File: src/rtl/loopyv_mem_stage.sv
// LoopyV memory stage: turns EX/MEM entries into data-memory requests and registered MEM/WB entries.
// Optional misaligned-access trap is compiled in with `define LOOPYV_MISALIGN_CHECK_EN.
module loopyv_mem_stage (
   input  logic        clk,
   input  logic        rst_n,
   input  logic        exValid,
   output logic        exReady,
   input  logic [4:0]  exRdAddr,
   input  logic        exRdWriteEn,
   input  logic [1:0]  exDestinationSelect,
   input  logic [31:0] exPc,
   input  logic [31:0] exRdWriteData,
   input  logic [31:0] exStoreData,
   input  logic        exMemRead,
   input  logic        exMemWrite,
   input  logic [2:0]  exMemOp,
   input  logic        exIsCompressed,
   output logic        dmemReq,
   output logic        dmemWe,
   output logic [31:0] dmemAddr,
   output logic [3:0]  dmemBe,
   output logic [31:0] dmemWdata,
   input  logic        dmemReady,
   input  logic        dmemRvalid,
   input  logic [31:0] dmemRdata,
   output logic        wbValid,
   output logic [4:0]  wbRdAddr,
   output logic        wbRdWriteEn,
   output logic [31:0] wbRdWriteData,
   output logic        memMisaligned,
   output logic [31:0] misalignAddr
);

   typedef enum logic [1:0] {IDLE, REQ, WAIT} state_t;

   function automatic logic [3:0] access_be(input logic [2:0] op, input logic [1:0] a);
      case (op[1:0])
         2'b00:   access_be = 4'b0001 << a;
         2'b01:   access_be = 4'b0011 << {a[1], 1'b0};
         default: access_be = 4'b1111;
      endcase
   endfunction

   function automatic logic [31:0] store_lanes(input logic [2:0] op, input logic [31:0] d);
      case (op[1:0])
         2'b00:   store_lanes = {4{d[7:0]}};
         2'b01:   store_lanes = {2{d[15:0]}};
         default: store_lanes = d;
      endcase
   endfunction

   function automatic logic [31:0] load_extract(input logic [2:0] op, input logic [1:0] a,
                                                input logic [31:0] rdata);
      logic [7:0]  b;
      logic [15:0] h;
      b = rdata[{a, 3'b000} +: 8];
      h = a[1] ? rdata[31:16] : rdata[15:0];
      case (op)
         3'b000:  load_extract = {{24{b[7]}}, b};
         3'b001:  load_extract = {{16{h[15]}}, h};
         3'b100:  load_extract = {24'd0, b};
         3'b101:  load_extract = {16'd0, h};
         default: load_extract = rdata;
      endcase
   endfunction

   state_t      state_q, state_d;
   logic [4:0]  rd_addr_q, rd_addr_d;
   logic        rd_we_q, rd_we_d;
   logic [31:0] addr_q, addr_d;
   logic [31:0] wdata_q, wdata_d;
   logic [3:0]  be_q, be_d;
   logic        is_load_q, is_load_d;
   logic [2:0]  mem_op_q, mem_op_d;
   logic        wb_valid_q, wb_valid_d;
   logic [4:0]  wb_rd_addr_q, wb_rd_addr_d;
   logic        wb_we_q, wb_we_d;
   logic [31:0] wb_data_q, wb_data_d;

   logic ex_accept;
   logic ex_is_mem;
   logic ex_misaligned;

   assign ex_accept = exValid && (state_q == IDLE);
   assign ex_is_mem = exMemRead || exMemWrite;

`ifdef LOOPYV_MISALIGN_CHECK_EN
   assign ex_misaligned = ((exMemOp[1:0] == 2'b01) && exRdWriteData[0]) ||
                          ((exMemOp[1:0] == 2'b10) && (exRdWriteData[1:0] != 2'b00));
`else
   assign ex_misaligned = 1'b0;
`endif

   always_comb begin
      state_d      = state_q;
      rd_addr_d    = rd_addr_q;
      rd_we_d      = rd_we_q;
      addr_d       = addr_q;
      wdata_d      = wdata_q;
      be_d         = be_q;
      is_load_d    = is_load_q;
      mem_op_d     = mem_op_q;
      wb_valid_d   = 1'b0;
      wb_rd_addr_d = wb_rd_addr_q;
      wb_we_d      = wb_we_q;
      wb_data_d    = wb_data_q;
      case (state_q)
         IDLE: begin
            if (exValid) begin
               if (!ex_is_mem) begin
                  wb_valid_d   = 1'b1;
                  wb_rd_addr_d = exRdAddr;
                  wb_we_d      = exRdWriteEn;
                  if (exDestinationSelect == 2'b10)
                     wb_data_d = exPc + (exIsCompressed ? 32'd2 : 32'd4);
                  else
                     wb_data_d = exRdWriteData;
               end else if (ex_misaligned) begin
                  // Trapped access retires immediately without touching memory
                  wb_valid_d   = 1'b1;
                  wb_rd_addr_d = exRdAddr;
                  wb_we_d      = 1'b0;
                  wb_data_d    = '0;
               end else begin
                  rd_addr_d = exRdAddr;
                  rd_we_d   = exRdWriteEn;
                  addr_d    = exRdWriteData;
                  wdata_d   = store_lanes(exMemOp, exStoreData);
                  be_d      = access_be(exMemOp, exRdWriteData[1:0]);
                  is_load_d = exMemRead;
                  mem_op_d  = exMemOp;
                  state_d   = REQ;
               end
            end
         end
         REQ: begin
            if (dmemReady) begin
               if (is_load_q) begin
                  state_d = WAIT;
               end else begin
                  state_d      = IDLE;
                  wb_valid_d   = 1'b1;
                  wb_rd_addr_d = rd_addr_q;
                  wb_we_d      = 1'b0;
                  wb_data_d    = '0;
               end
            end
         end
         WAIT: begin
            if (dmemRvalid) begin
               state_d      = IDLE;
               wb_valid_d   = 1'b1;
               wb_rd_addr_d = rd_addr_q;
               wb_we_d      = rd_we_q;
               wb_data_d    = load_extract(mem_op_q, addr_q[1:0], dmemRdata);
            end
         end
         default: state_d = IDLE;
      endcase
   end

   always_ff @(posedge clk or negedge rst_n) begin
      if (!rst_n) begin
         state_q      <= IDLE;
         rd_addr_q    <= '0;
         rd_we_q      <= 1'b0;
         addr_q       <= '0;
         wdata_q      <= '0;
         be_q         <= '0;
         is_load_q    <= 1'b0;
         mem_op_q     <= '0;
         wb_valid_q   <= 1'b0;
         wb_rd_addr_q <= '0;
         wb_we_q      <= 1'b0;
         wb_data_q    <= '0;
      end else begin
         state_q      <= state_d;
         rd_addr_q    <= rd_addr_d;
         rd_we_q      <= rd_we_d;
         addr_q       <= addr_d;
         wdata_q      <= wdata_d;
         be_q         <= be_d;
         is_load_q    <= is_load_d;
         mem_op_q     <= mem_op_d;
         wb_valid_q   <= wb_valid_d;
         wb_rd_addr_q <= wb_rd_addr_d;
         wb_we_q      <= wb_we_d;
         wb_data_q    <= wb_data_d;
      end
   end

`ifdef LOOPYV_MISALIGN_CHECK_EN
   logic        mis_q, mis_d;
   logic [31:0] mis_addr_q, mis_addr_d;

   always_comb begin
      mis_d      = ex_accept && ex_is_mem && ex_misaligned;
      mis_addr_d = mis_addr_q;
      if (mis_d)
         mis_addr_d = exRdWriteData;
   end

   always_ff @(posedge clk or negedge rst_n) begin
      if (!rst_n) begin
         mis_q      <= 1'b0;
         mis_addr_q <= '0;
      end else begin
         mis_q      <= mis_d;
         mis_addr_q <= mis_addr_d;
      end
   end

   assign memMisaligned = mis_q;
   assign misalignAddr  = mis_addr_q;
`else
   assign memMisaligned = 1'b0;
   assign misalignAddr  = '0;
`endif

   // Request fields are only driven while a request is outstanding
   assign exReady       = (state_q == IDLE);
   assign dmemReq       = (state_q == REQ);
   assign dmemWe        = dmemReq && !is_load_q;
   assign dmemAddr      = dmemReq ? {addr_q[31:2], 2'b00} : '0;
   assign dmemBe        = dmemReq ? be_q : '0;
   assign dmemWdata     = dmemWe ? wdata_q : '0;
   assign wbValid       = wb_valid_q;
   assign wbRdAddr      = wb_rd_addr_q;
   assign wbRdWriteEn   = wb_we_q;
   assign wbRdWriteData = wb_data_q;

endmodule
File: config.mk
export PLATFORM = sky130hd
export DESIGN_NAME = loopyv_mem_stage
export DESIGN_NICKNAME = d
export VERILOG_FILES = /design/src/rtl/loopyv_mem_stage.sv
export SDC_FILE = /design/constraint.sdc
export NUM_CORES = 1
export LEC_CHECK = 0
export CAP_MARGIN = 20
export CELL_PAD_IN_SITES_DETAIL_PLACEMENT = 0
export CELL_PAD_IN_SITES_GLOBAL_PLACEMENT = 2
export CORE_MARGIN = 2
export CORE_UTILIZATION = 23
export DETAILED_ROUTE_END_ITERATION = 8
export PLACE_DENSITY_LB_ADDON = 0.25
export SLEW_MARGIN = 15
export SYNTH_ARGS = -nofsm -noshare
export SYNTH_HDL_FRONTEND = slang
export SYNTH_SLANG_ARGS = --single-unit
File: constraint.sdc
create_clock -name clk -period 2.05 [get_ports clk]
set_input_delay 0.615 -clock clk [delete_from_list [all_inputs] [get_ports clk]]
set_output_delay 0.615 -clock clk [all_outputs]
set_load 0.005 [all_outputs]
**Word-level counts from Yosys, hierarchy flattened**

Cells that the tools add are included.

- Input port bits: 147
- Register bits after elaboration: 119

- Mux-type cells: 39
- $add $sub $neg: 1
- Equal/unequal tests: 13
- Shift operators: 3
- Reductions and logical operators: 10

Operator list:

| operator | number |
|---|---|
| 32-bit 2-to-1 mux | 8 |
| 32-bit case mux with 4 select lines | 1 |
| 32-bit case mux with 3 select lines | 1 |
| 32-bit case mux with 2 select lines | 1 |
| 32-bit by 3-bit adder with 32-bit output | 1 |
| 32-bit by 6-bit indexed part select with 8-bit output | 1 |
| 5-bit 2-to-1 mux | 5 |
| 16-bit 2-to-1 mux | 1 |
| 5-bit case mux with 3 select lines | 1 |
| 1-bit 2-to-1 mux | 10 |
| 2-bit 2-to-1 mux | 5 |
| 2-bit != test (second input constant) | 4 |
| 4-bit case mux with 2 select lines | 1 |
| 3-bit equality test (second input constant) | 2 |
| 1-bit case mux with 3 select lines | 2 |
| 2-bit case mux with 3 select lines | 1 |
| 6-bit AND reduction | 1 |
| 2-bit by 1-bit equality test with 1-bit output (second input constant) | 2 |
| 2-bit equality test (second input constant) | 2 |
| 2-bit logical NOT | 2 |
| 4-bit 2-to-1 mux | 1 |
| 2-bit by 1-bit != test with 1-bit output (second input constant) | 2 |
| 4-bit AND reduction | 1 |
| 1-bit by 2-bit << shifter with 4-bit output (first input constant) | 1 |
| other kinds (9) | 9 |

**Longest topological paths before layout**

Gate-level depths: netlist (run 1).

- Depth after elaboration: 6
- Mapped depth: 10
- Gate-level depth less buffers: 7

**Worst setup path after synthesis (run 1)**

No wires, ideal clock.

- Path kind: in2reg
- Start point: in exPc[1]
- End point: reg wb_data_q[9] (netlist: wbRdWriteData[9])
- Data arrival time: 2.140 ns
- Buffers on the path: 0
- Library setup time: 0.124 ns
- Stages on the path: 7
- Slack: -0.214 ns
- Path through: ha_1 > fa_1 > nand3_1 > or3_1 > xor2_1 > a211oi_1 > a211o_1

- Cells in the longest elaborated chain, start to end: 5

Ends and longest elaborated chain:

| item | line | source |
|---|---|---|
| start: declaration | 11 | `input logic [31:0] exPc,` |
| 32-bit by 3-bit adder with 32-bit output | 115 | `wb_data_d = exPc + (exIsCompressed ? 32'd2 : 32'd4);` |
| 32-bit 2-to-1 mux | 114 | `if (exDestinationSelect == 2'b10)` |
| 32-bit 2-to-1 mux | 110 | `if (!ex_is_mem) begin` |
| 32-bit 2-to-1 mux | 109 | `if (exValid) begin` |
| 32-bit case mux with 3 select lines | 107 | `case (state_q)` |
| end signal: assignment | 188 | `wb_data_q <= wb_data_d;` |
| end: declaration | 78 | `logic [31:0] wb_data_q, wb_data_d;` |

Every way passes these cells. The select of a mux whose other input is x is not followed.
A chain may end at the register's enable or synchronous reset.

**Final worst setup path (run 1)**

- Start point: reg state_q[1]
- End point: out dmemAddr[17]

- Cells in the longest elaborated chain, start to end: 2

Ends and longest elaborated chain:

| item | line | source |
|---|---|---|
| start: declaration | 67 | `state_t state_q, state_d;` |
| start signal: assignment | 177 | `state_q <= state_d;` |
| 2-bit by 1-bit equality test with 1-bit output | 222 | `assign dmemReq = (state_q == REQ);` |
| 32-bit 2-to-1 mux | 224 | `assign dmemAddr = dmemReq ? {addr_q[31:2], 2'b00} : '0;` |
| end: declaration | 20 | `output logic [31:0] dmemAddr,` |

Every way passes these cells.

==> results of run 1 <==
==> flip-flops by register name (all words and copies together), names as in the netlist <==
name	count
wbRdWriteEn	1
wbRdWriteData	32
mem_op_q	3
is_load_q	1
addr_q	32
rd_addr_q	5
state_q	2
wbValid	1
wbRdAddr	5
rd_we_q	1
wdata_q	32
be_q	4
==> area by class of cell <==
type	count	area, sq um	share of cell area, %
Tap cell	402	503	3.80
Clock inverter	15	169	1.28
Antenna cell	1	2.50	0.0189
Multi-Input combinational cell	633	4630	34.9
Inverter	20	90.1	0.680
Clock buffer	17	425	3.21
Timing Repair Buffer	452	4450	33.6
Sequential cell	119	2980	22.5
==> what timing repair did <==
| action | CTS | global route |
|---|---|---|
| setup buffers | 24 | 13 |
| endpoints found under the setup margin | 102 | 107 |
| resized for setup | 259 | 151 |
| cloned | 3 | 6 |
| hold buffers | 0 | 0 |
| pin swaps | 27 | 44 |
==> per-stage QoR <==
step	area [sq um]	instances
floorplan	7710	856
global placement	11700	1587
detailed placement	11700	1587
CTS	12600	1642
global route	13200	1659
finish	13200	1659
==> power breakdown <==
part	switching, mW	internal (mW)
sequential	0.698	3.52
clock	1.35	1.82
combinational	4.59	5.65
==> per-layer routing <==
layer	track usage [%]	up-vias	part of all wire, %
li1	-	3732	-
met2	32.2	245	47
met5	0	-	0
met4	4.32	0	1.4
met3	3.87	25	5.9
met1	27.1	3708	46
==> critical path, delay by kind of cell (launching register included) <==
| kind | cells | cell delay [ns] |
|---|---|---|
| AND/OR/NAND/NOR | 1 | 0.16 |
| flip-flops | 1 | 0.39 |
| adder cells (fa/ha/maj) | 1 | 0.15 |
| buffers and inverters | 3 | 0.74 |
==> kinds of logic (layout without fill, tap and decap cells) <==
kind of cell | Yosys count | in the layout
multiplexers | 83 | 83
adder cells (fa/ha/maj) | 8 | 8
AND/OR/NAND/NOR | 306 | 306
other | 1 | 36
AO/OA/AOI/OAI | 186 | 186
buffers and inverters | 104 | 504
flip-flops | 119 | 119
XOR/XNOR | 15 | 15
==> worst paths after layout <==
check                      slack (ns)  cells after the start   startpoint                end
hold reg to reg                  0.47                      2  wdata_q[29]        wdata_q[29]
min in group clk                 0.47                      2  wdata_q[29]        wdata_q[29]
max in group asynchronous        1.36                      2        rst_n         addr_q[23]
hold / removal                   0.12                      1        rst_n          is_load_q
setup reg to reg                -0.07                      9   state_q[0]  wbRdWriteData[13]
setup / recovery                -0.45                      5   state_q[1]       dmemAddr[17]
==> placed cells by master, fill, tap and decap left out, types with 21 or more instances in the layout <==
cell type          n
clkdlybuf4s50_1  178
buf_4            150
dfrtp_1          119
nand2_1           80
nor2_1            60
buf_6             57
o21ai_0           50
mux2_2            48
and2_1            38
conb_1            35
mux2i_1           34
and2_4            31
a21oi_1           28
clkbuf_16         21
==> results.py, run 1 <==
metrics = {
    "logic_synthesis": {
        "synth_fa_ha_area_share_pct": 1.44,
        "synthXorXnorAreaFrac_pct": 1.76,
        "synth_edf_count": 0,
        "synth-seq-area-share_pct": 39.9,
        "ys_async_sr_fraction_pct": 100,
        "syn_area_sq_um": 7460,
        "synth_compound_area_share_pct": 17.0,
        "synthDistinctLibCells": 65,
        "synthMuxAreaShare_pct": 12.0,
        "synth_top_family_by_area": "simple AND/OR/NAND/NOR gates",
        "synth.most_common_cell": "dfrtp_1",
        "synth_top_cell_area_share_pct": 39.9,
        "synth_top_area_cell": "dfrtp_1",
        "synth.ff_latch_count": 119,
        "synth-simple-area-share_pct": 20.8,
        "avgSynthCellArea_sq_um": 9.08,
        "syn_inst": 822,
        "synth-main-ff-cell": "dfrtp_1",
        "synthTopCellsByCount": "dfrtp_1 (119), nand2_1 (85), and2_1 (69), nor2_1 (61), o21ai_0 (60)",
        "yosys_warnings": 0,
        "synth_top_cells_by_area": "dfrtp_1 (40%), mux2_2 (7.4%), and2_1 (5.8%), mux2i_1 (4.6%), nand2_1 (4.3%)",
    },
    "setup_path": {
        "crit_arrival_ns": 1.89,
        "crit_path_cell_trace": "inv_2 > ha_4 > buf_12 > and2_1 > clkdlybuf4s50_1",
        "end_kind": "primary output",
        "crit_type": "register to primary output",
        "cp-start-kind": "register",
        "worst-path-max-fanout": 30,
        "critical-path-slowest-cell": "clkdlybuf4s50_1",
        "worstPathRequired_ns": 1.43,
        "cpPeakStageDelay_ns": 0.50,
    },
    "detailed_routing": {
        "dr.pass1.iters": 5,
        "routed_wl_um": 34300,
        "drc_errors": 0,
        "vias": 7710,
        "via_per_inst": 4.65,
        "first_iter_violations": 341,
        "ant_nets": 0,
        "wire_per_inst_um": 20.7,
    },
    "global_routing": {
        "first_global_vias": 7796,
        "antenna_found_initial": 2,
        "grt_first_pass_wirelength_um": 49500,
        "grt_max_degree": 40,
        "grt_overflow_total": 0,
        "grt.total_usage_pct": 19.8,
    },
    "run_status": {
        "violations": "negative setup slack",
        "status": "finished with violations",
    },
    "clock_tree": {
        "cts_sinks": 119,
        "cts_buffers": 17,
        "cts_buffer_depth": 2,
        "cts_tree": "built",
        "worstSkewPairLatency_ns": 0.43,
        "clk_pin_slew_worst_paths_ns": 0.07,
        "clockRootBuffer": "clkbuf_16",
        "h-tree-depth": 4,
    },
    "placed_design": {
        "port_buffers": 254,
        "dp_slack_ns": -0.877,
        "gp_congestion": 0.837,
        "dp.final_hpwl_um": 25400,
    },
    "die": {
        "core_sq_um": 31700,
        "dieWidth_um": 184,
        "chipHeight_um": 184,
        "rows": 65,
        "start_util_pct": 23.5,
        "ios": 290,
        "die_area_sq_um": 33900,
    },
    "sta": {
        "fmax_mhz": 400,
        "fin_tns_setup_ns": -18.82,
        "finalCritPeriodShare_pct": 122,
        "hold_viol": 0,
        "period_minus_slack_ns": 2.50,
        "rsz0062_at_grt": "true",
        "setup_ws_ns": -0.452,
        "finalMaxSlewViolations": 0,
        "fin_hold_ws_ns": 0.119,
        "finalClockSkew_ns": 0.0152,
        "finalSetupViolCount": 81,
    },
    "power_and_ir_drop": {
        "p_leak_nw": 5.84,
        "p_per_area_nw_per_um2": 1330,
        "peakVddDrop_mv": 0.618,
        "power.total_mw": 17.6,
    },
    "worst_hold_path": {
        "hp-class": "input pin to asynchronous set/reset pin",
    },
    "layout": {
        "fill_cells": 3169,
        "area_growth_pct": 77.5,
        "layout.nets": 1398,
        "post-route-util_pct": 41.8,
        "layout-drive-gt1-share_pct": 35.2,
    },
    "run": {
        "drv_cap": 0,
    },
}
Power figures use the tool's default switching activity.
==> run 2, diff against run 1 <==
- ABC_AREA: default -> 1
- CORE_MARGIN: 2 -> default
- CORE_UTILIZATION: 23 -> 21
- REMOVE_ABC_BUFFERS: default -> 1
==> run 2 against run 1 <==
The run still ends with negative setup slack left. Clock skew shrank 0.0085 ns. Flip-flop and latch count is the same. Worst hold slack lost 0.059 ns. Largest power group unchanged. Cell count grew 23%. Highest routed layer is now met5. Via count grew 11%. Critical endpoint is now dmemWdata[17]. Worst setup slack gained 0.092 ns. Maximum frequency grew 3.8%. Wire length grew 4.2%. Non-clock buffer count shrank 48. Power shrank 6.4%.
==> results.py, run 2 <==
metrics = {
    "run_status": {
        "status": "finished with violations",
        "violations": "negative setup slack",
    },
    "placed_design": {
        "gp_congestion": 0.810,
        "port_buffers": 254,
        "postPlaceCellArea_sq_um": 11700,
        "dp_slack_ns": -0.674,
        "dp.final_hpwl_um": 27100,
    },
    "global_routing": {
        "grt_max_degree": 38,
        "first_global_vias": 8770,
        "grt.total_usage_pct": 18.5,
        "antenna_found_initial": 1,
        "grt_overflow_total": 0,
        "grt_first_pass_wirelength_um": 52700,
    },
    "power_and_ir_drop": {
        "seqPwrFrac_pct": 25.6,
        "peakVddDrop_mv": 0.857,
        "p_leak_nw": 6.32,
        "swShare_pct": 41.3,
        "combPwrFrac_pct": 55.4,
        "p_per_area_nw_per_um2": 1290,
        "power.internal_mw": 9.68,
        "pwr-share-clk_pct": 19.0,
        "p_switching_mw": 6.82,
    },
    "clock_tree": {
        "cts_sinks": 119,
        "h-tree-depth": 4,
        "cts_tree": "built",
        "cts_buffer_depth": 2,
        "clk_pin_slew_worst_paths_ns": 0.07,
        "clockRootBuffer": "clkbuf_16",
        "worstSkewPairLatency_ns": 0.44,
        "postCtsHoldBufs": 0,
        "cts_buffers": 17,
    },
    "setup_path": {
        "worstPathRequired_ns": 1.43,
        "crit_path_cell_trace": "inv_2 > ha_4 > inv_2 > nor2_4 > inv_6 > clkbuf_16 > nor2_2 > clkdlybuf4s15_2",
        "cpPeakStageDelay_ns": 0.39,
        "crit_type": "register to primary output",
        "critical-path-slowest-cell": "dfrtp_1",
        "worst-path-max-fanout": 8,
        "crit_path_frequent_cell": "inv_2",
        "crit_arrival_ns": 1.80,
        "cp-start-kind": "register",
        "end_kind": "primary output",
    },
    "sta": {
        "hold_viol": 0,
        "finalClockSkew_ns": 0.00670,
        "period_minus_slack_ns": 2.41,
        "finalSetupViolCount": 68,
        "rsz0062_at_grt": "true",
        "fmax_mhz": 415,
        "setup_ws_ns": -0.361,
        "finalMaxSlewViolations": 0,
        "finalCritPeriodShare_pct": 118,
    },
    "layout": {
        "mostFrequentLayoutCells": "nand2_1 (302), clkdlybuf4s50_1 (180), inv_1 (155)",
        "layout.nets": 1715,
        "area_growth_pct": 63.2,
        "antenna_cells": 0,
        "layout-drive-gt1-share_pct": 22.4,
        "fill_cells": 3973,
        "final_area_sq_um": 12800,
        "mostFrequentLayoutCell": "nand2_1",
    },
    "logic_synthesis": {
        "synth-seq-area-share_pct": 37.9,
        "ys_async_sr_fraction_pct": 100,
        "synth_top_cell_area_share_pct": 37.9,
        "synth_top_area_cell": "dfrtp_1",
        "synthTopCellsByCount": "nand2_1 (321), inv_1 (170), nor2_1 (154), dfrtp_1 (119), o21ai_0 (116)",
        "avgSynthCellArea_sq_um": 6.60,
        "synth_edf_count": 0,
        "synth-main-ff-cell": "dfrtp_1",
        "synth.most_common_cell": "nand2_1",
        "synth_top_cells_by_area": "dfrtp_1 (38%), nand2_1 (15%), inv_1 (8.1%), o21ai_0 (7.4%), nor2_1 (7.4%)",
        "yosys_warnings": 0,
        "synth.ff_latch_count": 119,
        "syn_area_sq_um": 7860,
        "syn_inst": 1191,
        "synthDistinctLibCells": 43,
    },
    "detailed_routing": {
        "via_per_inst": 4.21,
        "drc_errors": 0,
        "wire_per_inst_um": 17.5,
        "dr.pass1.iters": 4,
        "vias": 8588,
        "routed_wl_um": 35700,
        "first_iter_violations": 407,
        "ant_nets": 0,
    },
    "die": {
        "core_sq_um": 36700,
        "chipHeight_um": 195,
        "die_area_sq_um": 38200,
        "start_util_pct": 21.4,
        "rows": 70,
        "dieWidth_um": 195,
        "ios": 290,
    },
    "run": {
        "drv_cap": 0,
    },
    "worst_hold_path": {
        "hp-class": "input pin to asynchronous set/reset pin",
    },
}
[run 2: cell count changes in the layout (fill, tap and decap cells not counted), moves of 38 or more]
cell     before  now
o21ai_0      50  114
buf_6        57   14
nand2_1      80  302
a21oi_1      28   95
and2_1       38    0
mux2_2       48    0
inv_1        16  155
nor2_1       60  121
[run 2: metal layers]
metal | up-vias | global-route usage (%) | part of all wire [%]
li1 | 4403 | - | -
met1 | 3953 | 24.2 | 47
met5 | - | 0 | 0.034
met2 | 205 | 31.3 | 48
met3 | 25 | 3.49 | 4.3
met4 | 2 | 4.52 | 1.2
[run 2: cells by family after synthesis]
kind of cell	Yosys count	synth area share, %
and+or+nand+nor	545	28.1
buffers and inverters	264	15.4
AOI/OAI and AO/OA	250	16.8
DFF	119	37.9
adders and majority gates	8	1.37
xor gates and xnor gates	4	0.446
other	1	0.0477
[run 2: worst max-delay path: cells and delay by family, from the launching register on]
kind | cells | cell delay [ns]
adder cells (fa/ha/maj) | 1 | 0.16
buffers and inverters | 5 | 0.60
flip-flops | 1 | 0.39
AND/OR/NAND/NOR | 2 | 0.20
[run 2: final timing paths]
check	from	end	slack, ns	cells after the start
max reg2reg	state_q[0]	wbRdWriteData[6]	0.12	10
max	state_q[1]	dmemWdata[17]	-0.36	8
min	rst_n	addr_q[18]	0.06	1
min reg2reg	wbRdWriteData[6]	wbRdWriteData[6]	0.48	2
min in group clk	wbRdWriteData[6]	wbRdWriteData[6]	0.48	2
max in group asynchronous	rst_n	addr_q[31]	1.40	2
[run 2: final cells by class]
cell class	instances	area (sq um)	area share, %
repair buffers	404	3870	30.2
flip-flops and latches	119	2980	23.2
inverters	176	679	5.30
well taps	468	586	4.56
clock buffers	17	425	3.32
clock inverters	15	170	1.33
multi-input cells	842	4120	32.1
[run 2: metrics by stage]
step                      std cells  util [%]  TNS (ns)  hold slack [ns]  total power [mW]
after floorplan                1137         -    -92.65            0.319              7.59
after CTS                      2019      33.8    -21.15           0.0523              16.0
after detailed placement       1983      31.8    -31.68            0.465              12.5
after global placement         1983      31.8    -29.55            0.464              12.4
after global routing           2041      35.0    -22.27           0.0639              17.8
final                          2041      35.0    -15.83           0.0595              16.5
[run 2: power groups by stage]
stage          Clock (mW)  Sequential, mW  Combinational, mW
2_1_floorplan           0            4.13               3.46
3_5_place_dp            0            4.20               8.25
6_report             3.14            4.22               9.14
3_3_place_gp            0            4.20               8.24
5_1_grt              3.33            4.36               10.1
4_1_cts              3.25            4.19               8.52
[run 2: timing repair]
item | 4_1_cts | 5_1_grt
buffers inserted | 2 | 19
gates cloned | 2 | 4
gates resized for setup | 246 | 114
setup endpoints to repair | 88 | 99
pin swaps | 4 | 13
